<file path="config.mk">
export PLATFORM = sky130hd
export DESIGN_NAME = skew_feeder
export DESIGN_NICKNAME = d
export VERILOG_FILES = /design/src/rtl/mm_pkg.sv /design/src/rtl/skew_feeder_skew_line.sv /design/src/rtl/skew_feeder.sv
export SDC_FILE = /design/constraint.sdc
export NUM_CORES = 1
export LEC_CHECK = 0
export CAP_MARGIN = 20
export CORE_AREA = 2 2 350 317
export DETAILED_ROUTE_END_ITERATION = 8
export DIE_AREA = 0 0 352 319
export DONT_BUFFER_PORTS = 1
export SYNTH_ARGS = -nofsm -noshare
export SYNTH_HDL_FRONTEND = slang
export SYNTH_SLANG_ARGS = --single-unit
</file>
<file path="constraint.sdc">
create_clock -name clk -period 76.9 [get_ports clk]
set_clock_uncertainty 0.05 [all_clocks]
set_input_delay 23.07 -clock clk [delete_from_list [all_inputs] [get_ports clk]]
set_output_delay 23.07 -clock clk [all_outputs]
set_load 0.02 [all_outputs]
</file>
<file path="src/rtl/mm_pkg.sv">
// Shared types and address mapping for the tile loader / skew feeder pair.
package mm_pkg;

    typedef enum logic [1:0] {
        S_IDLE,
        S_READ,
        S_DRAIN,
        S_DONE
    } feeder_st_t;

    // Bank-set select lands in address bit aw-1; k fills the bits below it.
    function automatic logic [31:0] bank_addr(input logic bankset, input logic [15:0] k,
                                              input int aw);
        return (32'(bankset) << (aw - 1)) | ({16'd0, k} & ((32'd1 << (aw - 1)) - 32'd1));
    endfunction

endpackage

</file>
<file path="src/rtl/skew_feeder_skew_line.sv">
// Stall-aware delay line carrying a valid bit: DEPTH shift stages plus an output register.
module skew_line #(
    parameter int W     = 8,
    parameter int DEPTH = 0
) (
    input  logic         clk,
    input  logic         rst_n,
    input  logic         stall,
    input  logic         in_vld,
    input  logic [W-1:0] in_data,
    output logic         out_vld,
    output logic [W-1:0] out_data,
    output logic         pending
);
    logic         tail_vld;
    logic [W-1:0] tail_data;
    logic [W-1:0] out_q;

    generate
        if (DEPTH == 0) begin : g_direct
            assign tail_vld  = in_vld;
            assign tail_data = in_data;
            assign pending   = 1'b0;
        end else begin : g_shift
            logic [DEPTH-1:0] vld_q;
            logic [W-1:0]     data_q [DEPTH];

            always_ff @(posedge clk or negedge rst_n) begin
                if (!rst_n) begin
                    vld_q <= '0;
                end else if (!stall) begin
                    vld_q[0] <= in_vld;
                    for (int s = 1; s < DEPTH; s++) vld_q[s] <= vld_q[s-1];
                end
            end

            always_ff @(posedge clk) begin
                if (!stall) begin
                    data_q[0] <= in_data;
                    for (int s = 1; s < DEPTH; s++) data_q[s] <= data_q[s-1];
                end
            end

            assign tail_vld  = vld_q[DEPTH-1];
            assign tail_data = data_q[DEPTH-1];
            assign pending   = |vld_q;
        end
    endgenerate

    always_ff @(posedge clk or negedge rst_n) begin
        if (!rst_n)      out_vld <= 1'b0;
        else if (!stall) out_vld <= tail_vld;
    end

    always_ff @(posedge clk) begin
        if (!stall) out_q <= tail_data;
    end

    // Data registers carry no reset; the valid bit masks them instead.
    assign out_data = out_vld ? out_q : '0;

endmodule

</file>
<file path="src/rtl/skew_feeder.sv">
// Reads one element per bank per cycle and skews lane i by i cycles into the systolic array edge.
module skew_feeder
    import mm_pkg::*;
#(
    parameter int W  = 8,
    parameter int T  = 16,
    parameter int AW = 10
) (
    input  logic            clk,
    input  logic            rst_n,
    input  logic            start,
    output logic            busy,
    output logic            done,
    input  logic [15:0]     tile_len_k,
    input  logic            bankset_sel,
    input  logic            stall,
    output logic [T-1:0]    a_en,
    output logic [T*AW-1:0] a_addr,
    input  logic [T*W-1:0]  a_dout,
    output logic [T*W-1:0]  out_data,
    output logic [T-1:0]    out_valid
);
    feeder_st_t     state, state_nxt;
    logic [15:0]    len_q;
    logic [15:0]    k;
    logic           bankset_q;
    logic           rd_vld_q;
    logic           hold_vld;
    logic [T*W-1:0] hold_data;
    logic           issue;
    logic           drained;
    logic           line_vld;
    logic [T*W-1:0] line_data;
    logic [T-1:0]   line_pending;
    logic [AW-1:0]  rd_addr;

    // A held word always drains on the first unstalled edge, so issuing on that
    // same edge cannot collide with it; this keeps a stall from costing an extra cycle.
    assign issue = (state == S_READ) && (len_q != 16'd0) && !stall;

    always_ff @(posedge clk or negedge rst_n) begin
        if (!rst_n) begin
            state     <= S_IDLE;
            len_q     <= '0;
            bankset_q <= 1'b0;
            k         <= '0;
            rd_vld_q  <= 1'b0;
            hold_vld  <= 1'b0;
        end else begin
            state    <= state_nxt;
            rd_vld_q <= issue;
            if (state == S_IDLE && start) begin
                len_q     <= tile_len_k;
                bankset_q <= bankset_sel;
                k         <= '0;
            end else if (issue) begin
                k <= k + 16'd1;
            end
            if (rd_vld_q && stall) hold_vld <= 1'b1;
            else if (!stall)       hold_vld <= 1'b0;
        end
    end

    always_ff @(posedge clk) begin
        if (rd_vld_q && stall) hold_data <= a_dout;
    end

    // Look one edge ahead so done follows the last valid output directly.
    assign drained = !line_vld && (line_pending == '0) && (!stall || out_valid == '0);

    always_comb begin
        state_nxt = state;
        case (state)
            S_IDLE:  if (start) state_nxt = S_READ;
            S_READ:  if (len_q == 16'd0 || (issue && k == len_q - 16'd1)) state_nxt = S_DRAIN;
            S_DRAIN: if (drained) state_nxt = S_DONE;
            S_DONE:  state_nxt = S_IDLE;
            default: state_nxt = S_IDLE;
        endcase
    end

    assign busy    = (state == S_READ) || (state == S_DRAIN);
    assign done    = (state == S_DONE);
    assign a_en    = {T{issue}};
    assign rd_addr = AW'(bank_addr(bankset_q, k, AW));
    assign a_addr  = {T{rd_addr}};

    assign line_vld  = rd_vld_q || hold_vld;
    assign line_data = hold_vld ? hold_data : a_dout;

    for (genvar i = 0; i < T; i++) begin : g_lane
        skew_line #(
            .W     (W),
            .DEPTH (i)
        ) u_line (
            .clk      (clk),
            .rst_n    (rst_n),
            .stall    (stall),
            .in_vld   (line_vld),
            .in_data  (line_data[i*W +: W]),
            .out_vld  (out_valid[i]),
            .out_data (out_data[i*W +: W]),
            .pending  (line_pending[i])
        );
    end

endmodule

</file>
After elaboration in Yosys (flattened, before gate mapping). Memory sizes are Yosys's and may differ from the RTL's. A register that Yosys moved wholly into a read port is not among the register bits. Cells that the tools add are included. Widths: inputs -> output; s select.

Bits in registers: 308. Memory bits (writable): 960. Input port bits: 149. Output and inout port bits: 322. Logic and storage cells: 139. Memories kept: 15.

Memory list: g_lane[15].u_line.g_shift.data_q (depth 15, bits a word 8, rd ports 15, clocked after Yosys merged registers in 1, write ports 15, line skew_feeder_skew_line.sv:26) `logic [W-1:0] data_q [DEPTH];`; g_lane[14].u_line.g_shift.data_q (depth 14, bits a word 8, rd ports 14, clocked after Yosys merged registers in 1, write ports 14, line skew_feeder_skew_line.sv:26); g_lane[13].u_line.g_shift.data_q (depth 13, bits a word 8, rd ports 13, clocked after Yosys merged registers in 1, write ports 13, line skew_feeder_skew_line.sv:26); g_lane[12].u_line.g_shift.data_q (depth 12, bits a word 8, rd ports 12, clocked after Yosys merged registers in 1, write ports 12, line skew_feeder_skew_line.sv:26); g_lane[11].u_line.g_shift.data_q (depth 11, bits a word 8, rd ports 11, clocked after Yosys merged registers in 1, write ports 11, line skew_feeder_skew_line.sv:26); g_lane[10].u_line.g_shift.data_q (depth 10, bits a word 8, rd ports 10, clocked after Yosys merged registers in 1, write ports 10, line skew_feeder_skew_line.sv:26); +9 memories.

Add/subtract/negate cells: 2. Eq/ne operators: 8. Multiplexer cells: 26. Bitwise logic cells: 1. Reductions and logical operators: 49.

Operator list (count): $mux 128 (1); $mux 8 (16); $logic_not 16->1 (3); $mux 16 (2); $logic_not 1->1 (17); $add 16x1->16 const B (1); $eq 16x16->1 (1); $reduce_bool 16->1 (1); $sub 16x1->16 const B (1); $reduce_or 15->1 (1); $reduce_or 14->1 (1); $reduce_or 13->1 (1); $reduce_or 12->1 (1); $reduce_or 11->1 (1); $or 10x9->10 (1); $reduce_or 10->1 (1); $reduce_or 9->1 (1); $pmux 2 s4 (1); $reduce_or 8->1 (1); $logic_and 1x1->1 (7); $reduce_or 7->1 (1); $mux 2 (3); $reduce_or 6->1 (1); $reduce_or 5->1 (1); other kinds (12) (20).

Longest topological paths before layout. Gate-level depths: netlist of run 1.

Depth in word-level cells: 7. Mapped depth: 10. Mapped depth without buffers: 10.

Modules after synthesis. From an unflattened synthesis of run 1, not the netlist that was laid out.

Cells, all modules: 2264. Area total of the unflattened synthesis: 48332.6 sq um.

By module, submodules not included: skew_feeder (instances 1, cells an instance 697, area an instance 9077.5 sq um); skew_line at g_lane[15].u_line (instances 1, cells an instance 176, area an instance 4573.1 sq um); skew_line at g_lane[14].u_line (instances 1, cells an instance 166, area an instance 4295.4 sq um); skew_line at g_lane[13].u_line (instances 1, cells an instance 156, area an instance 4017.6 sq um); skew_line at g_lane[12].u_line (instances 1, cells an instance 144, area an instance 3683.5 sq um); skew_line at g_lane[11].u_line (instances 1, cells an instance 134, area an instance 3439.5 sq um); skew_line at g_lane[10].u_line (instances 1, cells an instance 124, area an instance 3161.8 sq um); skew_line at g_lane[9].u_line (instances 1, cells an instance 114, area an instance 2884.0 sq um); skew_line at g_lane[8].u_line (instances 1, cells an instance 103, area an instance 2603.7 sq um); skew_line at g_lane[7].u_line (instances 1, cells an instance 93, area an instance 2322.2 sq um); skew_line at g_lane[6].u_line (instances 1, cells an instance 83, area an instance 2040.7 sq um); skew_line at g_lane[5].u_line (instances 1, cells an instance 73, area an instance 1759.2 sq um); skew_line at g_lane[4].u_line (instances 1, cells an instance 61, area an instance 1448.9 sq um); skew_line at g_lane[3].u_line (instances 1, cells an instance 50, area an instance 1166.1 sq um); +3 rows.

Worst setup path after synthesis of run 1. No wires, ideal clock.

Kind: input -> output. From: input port stall. To: output port a_en[0]. Arrival time: 46564 ps. Data required time: 53780 ps. Slack: 7216 ps. Stages on the path: 5. Path buffers: 2. Path through: clkbuf_1 inv_1 nand2_1 a21oi_1 buf_4.

Longest elaborated chain between the ends: 2.

Ends and longest elaborated chain: from (decl) (line skew_feeder.sv:16) `input logic stall,`; $logic_not 1->1; $logic_and 1x1->1 (line skew_feeder.sv:39) `assign issue = (state == S_READ) && (len_q != 16'd0) && !stall;`; to (decl) (line skew_feeder.sv:17) `output logic [T-1:0] a_en,`.

No other way between the ends.

Worst setup path after layout of run 1.
From: input port stall. To: output port a_en[11].

Same word-level chain as after synthesis.

==> results of run 1 <==
critical path, stage by stage:
cell,delay (ps)
inv_8,500
nand2_1,210
a21oi_4,160
buf_4,440
buf_12,320
per-stage QoR:
step	std cells	worst slack [ps]	util [%]
2_1_floorplan	1944	7220	-
3_3_place_gp	3197	28950	40.1
3_5_place_dp	3197	28940	40.1
4_1_cts	3423	28930	43.8
5_1_grt	3426	28820	43.9
6_report	3427	29000	43.9
state kept, by name, summed over array words and instances (netlist names):
register and cells:
hold_vld 1, g_lane.u_line.g_shift.vld_q 15, k 16, g_lane.u_line.g_shift.data_q 960
g_lane.u_line.out_vld 1, hold_data 128, bankset_q 1, state 2
len_q 16, rd_vld_q 1, g_lane.u_line.out_q 128
report_power, final:
group / leakage [nW] / internal (mW) / total, mW / switching, mW
clock network: 1.93 / 0.332 / 0.580 / 0.248
registers: 12.5 / 0.825 / 0.884 / 0.0592
logic: 1.45 / 0.0458 / 0.141 / 0.0957
total: 15.8 / 1.20 / 1.61 / 0.403
cell usage in the layout (no fill, tap or decap), types with 4 or more instances in the layout:
| cell type | count |
|---|---|
| and2_1 | 131 |
| buf_12 | 5 |
| buf_4 | 19 |
| bufinv_16 | 11 |
| clkbuf_1 | 17 |
| clkbuf_16 | 122 |
| clkbuf_8 | 4 |
| clkinv_1 | 32 |
| clkinv_2 | 23 |
| clkinv_4 | 4 |
| clkinvlp_4 | 5 |
| dfrtp_1 | 42 |
| dfrtp_4 | 11 |
| edfxtp_1 | 1216 |
| ha_1 | 7 |
| inv_1 | 6 |
| mux2_2 | 159 |
| nand2_1 | 10 |
| nand3_1 | 6 |
| nand4_1 | 8 |
| nor2_1 | 24 |
| nor4_1 | 5 |
| xnor2_1 | 19 |
| xor2_1 | 16 |
layer usage:
layer  up-vias  global-route usage, %
met2       452                   19.4
met3       132                   4.78
li1       7089                      -
met4        16                   3.74
met5         -                      0
met1      7866                   13.6
logic make-up after synthesis:
logic type / after synthesis / share of synthesized area, %
adder cells (fa/ha/maj): 7 / 0.203
XOR/XNOR: 35 / 0.711
AO/OA/AOI/OAI: 21 / 0.351
buffers and inverters: 238 / 3.74
multiplexers: 163 / 4.25
flip-flops: 1269 / 87.8
AND/OR/NAND/NOR: 211 / 2.94
worst paths after layout:
path                                                             endpoint  depth (start not counted)                                              start
max in group asynchronous  g_lane[15].u_line.g_shift.vld_q[8]$_DFFE_PN0N_                          0                                              rst_n
max reg2reg                                          state[1]$_DFFE_PN0P_                          9                               len_q[0]$_DFFE_PN0P_
max                                                              a_en[11]                          5                                              stall
min reg2reg                          g_lane[13].u_line.out_q[2]$_DFFE_PN_                          0  g_lane[13].u_line.g_shift.data_q[12][2]$_DFFE_PN_
min                                  g_lane[13].u_line.out_q[2]$_DFFE_PN_                          0  g_lane[13].u_line.g_shift.data_q[12][2]$_DFFE_PN_
min in group asynchronous                           bankset_q$_DFFE_PN0P_                          0                                              rst_n
final cells by class:
type | count | area share, %
well taps | 1462 | 3.84
diodes | 1 | 0.00525
clock inverters | 83 | 1.67
multi-input cells | 437 | 7.68
inverters | 7 | 0.0709
flip-flops and latches | 1269 | 79.5
clock buffers | 143 | 6.66
repair buffers | 25 | 0.567
==> impl_metrics.tcl, run 1 <==
set metrics [dict create \
    status "complete, no violations" \
    register_area_um2 37900 \
    layout-drive-gt1-share_pct 19.5 \
    core_um2 109000 \
    wl_met2_um 33200 \
    finalSetupViolations 0 \
    rows 115 \
    io_pins 471 \
    clk_path_buf_depth 3 \
    area_growth_pct 10.5 \
    routed_via_density 4.54 \
    syn_nets 2100 \
    io_buffers 0 \
    grt_pass1_wl_um 99200 \
    place_congestion 0.767 \
    path_max_fanout 106 \
    hold_buffers 0 \
    grt_antenna_before_repair 14 \
    grt_use_total_pct 11.6 \
    synth_edf_count 1216 \
    ys_top_cells_by_count "edfxtp_1, buf_4, mux2_2, and2_1, dfrtp_1" \
    reg2reg_slack_ps 73580 \
    synth_area_leaders "edfxtp_1, mux2_2, buf_4" \
    routed_wl_um 66200 \
    multi_input_area_um2 3660 \
    slew_violations 0 \
    synth.most_common_cell "edfxtp_1" \
    detail_route.iter0.violations 1292 \
    yosys.area.top_type "edfxtp_1" \
    overflow 0 \
    crit_type "input pin to output pin" \
    worst_hold_slack_ps 360 \
    cts_setup_buffers 0 \
    start_util_pct 39.7 \
    ir_worst_vdd_v 0.0000199 \
    wl_per_cell_um 19.3 \
    yosys_warnings 0 \
    dr_wl_met3_um 5430 \
    critical_path_arrival_ps 24780 \
    period_needed_ps 47900 \
    grt_max_degree 229 \
    synth_area_um2 43100 \
    route.detailed.drc 0 \
    firstDrtPassIters 5 \
    fillCellCount 9122 \
    finalHoldViolCount 0 \
    placed_cell_area_um2 43600 \
    fp.dieW_um 352 \
    clockRootBuffer "clkbuf_16" \
    dieArea_um2 112000 \
    leakage_nw 15.8 \
    cts_tree "built" \
    clock_latency_ps 700 \
    synth-seq-cells 1269 \
    cts_num_sinks 1269 \
    start_kind "input pin" \
    highest_layer "met5" \
    drt-met1-wl_um 25700 \
    ant_nets 0 \
    synthFlopType "edfxtp_1" \
    timing.fmax_mhz 20.9 \
    yosysSeqAreaShare_pct 87.8 \
    fin_area_um2 47600 \
    rsz0062_at_grt "false" \
    synth.distinct_cells 48 \
    max_cap_violations 0 \
    hpwl_um 39600 \
    syn_area_per_cell_um2 22.2 \
    layout.nets 2017 \
    die_h_um 319 \
    syn_inst 1944 \
    timing.final.crit_share_pct 62.3 \
    setup_tns_ps 0 \
    cts-resized-gates 0 \
    finalPower_mw 1.61 \
    worstHoldPathType "flip-flop to flip-flop" \
    async_flop_share_pct 4.18 \
    clk_pin_slew_ps 60 \
    yosys.area.top_type_share_pct 84.7 \
    num_vias 15600 \
    numCtsBuffers 121 \
    h-tree-depth 3 \
    p_per_area_nw_per_um2 33.7 \
    crit_required_ps 53780 \
    relSlewSlack_pct 17.1 \
    grt_pass1_vias 16100 \
    worst_slew_pin_slew_ps 1240 \
    end_kind "output pin" \
]
(Power assumes the default switching activity.)
==> run 2: changes to the inputs <==
==> constraint.sdc (replaced) <==
create_clock -name clk -period 43.9 [get_ports clk]
set_clock_uncertainty 0.05 [all_clocks]
set_input_delay 13.17 -clock clk [delete_from_list [all_inputs] [get_ports clk]]
set_output_delay 13.17 -clock clk [all_outputs]
set_load 0.02 [all_outputs]
==> impl_metrics.tcl, run 2 (synthesis gave the netlist of run 1 again) <==
set metrics [dict create \
    status "complete, no violations" \
    seq_power_share_pct 56.6 \
    setup_slack_ps 15920 \
    final_cell_mix "edfxtp_1, mux2_2, and2_1" \
    critical_path_arrival_ps 14760 \
    ant_nets 0 \
    timing.final.crit_share_pct 63.7 \
    place_ws_ps 15880 \
    largestRegisters "g_lane.u_line.g_shift.data_q: 960 flops, g_lane.u_line.out_q: 128 flops, hold_data: 128 flops" \
    h-tree-depth 3 \
    setup_tns_ps 0 \
    finalSetupViolations 0 \
    slew_violations 0 \
    numCtsBuffers 118 \
    p_per_area_nw_per_um2 58.1 \
    relSlewSlack_pct 22.1 \
    dieArea_um2 112000 \
    grt_pass1_vias 15900 \
    worst_hold_slack_ps 342 \
    rsz0062_at_grt "false" \
    overflow 0 \
    end_kind "output pin" \
    worstHoldPathType "flip-flop to flip-flop" \
    path_max_fanout 32 \
    clk_path_buf_depth 3 \
    power_switching_share_pct 25.0 \
    cts_num_sinks 1269 \
    timing.fmax_mhz 35.7 \
    largest-register "g_lane.u_line.g_shift.data_q" \
    grt_max_degree 223 \
    layout-drive-gt1-share_pct 18.5 \
    cts-resized-gates 0 \
    rows 115 \
    period_needed_ps 27980 \
    register_area_um2 37900 \
    hpwl_um 40000 \
    cts_setup_buffers 0 \
    crit_required_ps 30680 \
    clk_pin_slew_ps 70 \
    die_h_um 319 \
    num_vias 15500 \
    leakage_nw 15.7 \
    route.detailed.drc 0 \
    p_comb_share_pct 8.6 \
    final_common_cell "edfxtp_1" \
    crit_type "input pin to output pin" \
    fp.dieW_um 352 \
    hold_buffers 0 \
    firstDrtPassIters 5 \
    area_growth_pct 9.84 \
    start_kind "input pin" \
    intPower_mw 2.06 \
    clock_latency_ps 710 \
    finalHoldViolCount 0 \
    reg2reg_slack_ps 40570 \
    ir_worst_vdd_v 0.0000483 \
    place_congestion 0.785 \
    detail_route.iter0.violations 1279 \
    routed_wl_um 65000 \
    layout.nets 2014 \
    routed_via_density 4.55 \
    multi_input_area_um2 3660 \
    cts_tree "built" \
    start_util_pct 39.7 \
    grt_antenna_before_repair 18 \
    clockRootBuffer "clkbuf_16" \
    io_pins 471 \
    worst_slew_pin_slew_ps 1170 \
    fillCellCount 9139 \
    grt_use_total_pct 11.5 \
    max_cap_violations 0 \
    grt_pass1_wl_um 97600 \
    largest_reg_flops 960 \
    wl_per_cell_um 19.1 \
    switchingPower_mw 0.688 \
    clkPwrFrac_pct 34.8 \
    io_buffers 0 \
    core_um2 109000 \
]
==> run 2: changes by cell type in the layout (fill, tap and decap cells not counted), sizes merged <==
| cell | previous run | this run |
|---|---|---|
| clkbuf | 143 | 146 |
| clkinv | 63 | 50 |
| inv | 11 | 7 |
| bufinv | 11 | 8 |
| diode | 1 | 4 |
==> run 2: routing by layer <==
metal	part of all wire [%]	up-vias	GRT usage [%]
met5	0.17	-	0
met1	39	7857	13.3
met4	2.6	16	3.99
met2	50	448	19.4
met3	8.1	146	4.76
li1	-	7052	-
==> run 2: layout make-up <==
type                            instances  area share (%)
Antenna cell                            4          0.0211
Clock buffer                          146            6.46
Clock inverter                         63            1.27
Inverter                                7          0.0634
Multi-Input combinational cell        437            7.73
Sequential cell                      1269            80.0
Tap cell                             1462            3.86
Timing Repair Buffer                   25           0.576
==> run 2: worst paths after layout <==
kind	from	to	cells past startpoint
min in group asynchronous	rst_n	hold_vld$_DFFE_PN0P_	0
max in group asynchronous	rst_n	k[2]$_DFFE_PN0P_	0
hold reg to reg	g_lane[12].u_line.g_shift.data_q[10][2]$_DFFE_PN_	g_lane[12].u_line.g_shift.data_q[11][2]$_DFFE_PN_	0
setup / recovery	stall	a_en[0]	5
setup reg to reg	len_q[0]$_DFFE_PN0P_	state[1]$_DFFE_PN0P_	9
hold / removal	g_lane[12].u_line.g_shift.data_q[10][2]$_DFFE_PN_	g_lane[12].u_line.g_shift.data_q[11][2]$_DFFE_PN_	0
==> run 2: worst max-delay path: stages <==
cell and delay (ps):
clkinvlp_4 430, nand2_1 190, a21oi_4 150, buf_4 440, buf_12 320
==> run 2: power by group through the flow <==
stage | Clock (mW) | Combinational, mW | Sequential, mW
final | 0.957 | 0.237 | 1.56
after detailed placement | 0 | 0.240 | 1.59
after global routing | 1.04 | 0.255 | 1.57
after floorplan | 0 | 0.281 | 1.53
after CTS | 0.993 | 0.242 | 1.56
after global placement | 0 | 0.236 | 1.58
==> run 2: per-stage QoR <==
stage | std cells | utilization [%] | instance area (um^2) | power, mW
floorplan | 1944 | - | 43100 | 1.81
global placement | 3197 | 40.1 | 43600 | 1.82
detailed placement | 3197 | 40.1 | 43600 | 1.83
CTS | 3406 | 43.5 | 47200 | 2.80
global route | 3409 | 43.6 | 47300 | 2.87
finish | 3413 | 43.6 | 47300 | 2.75
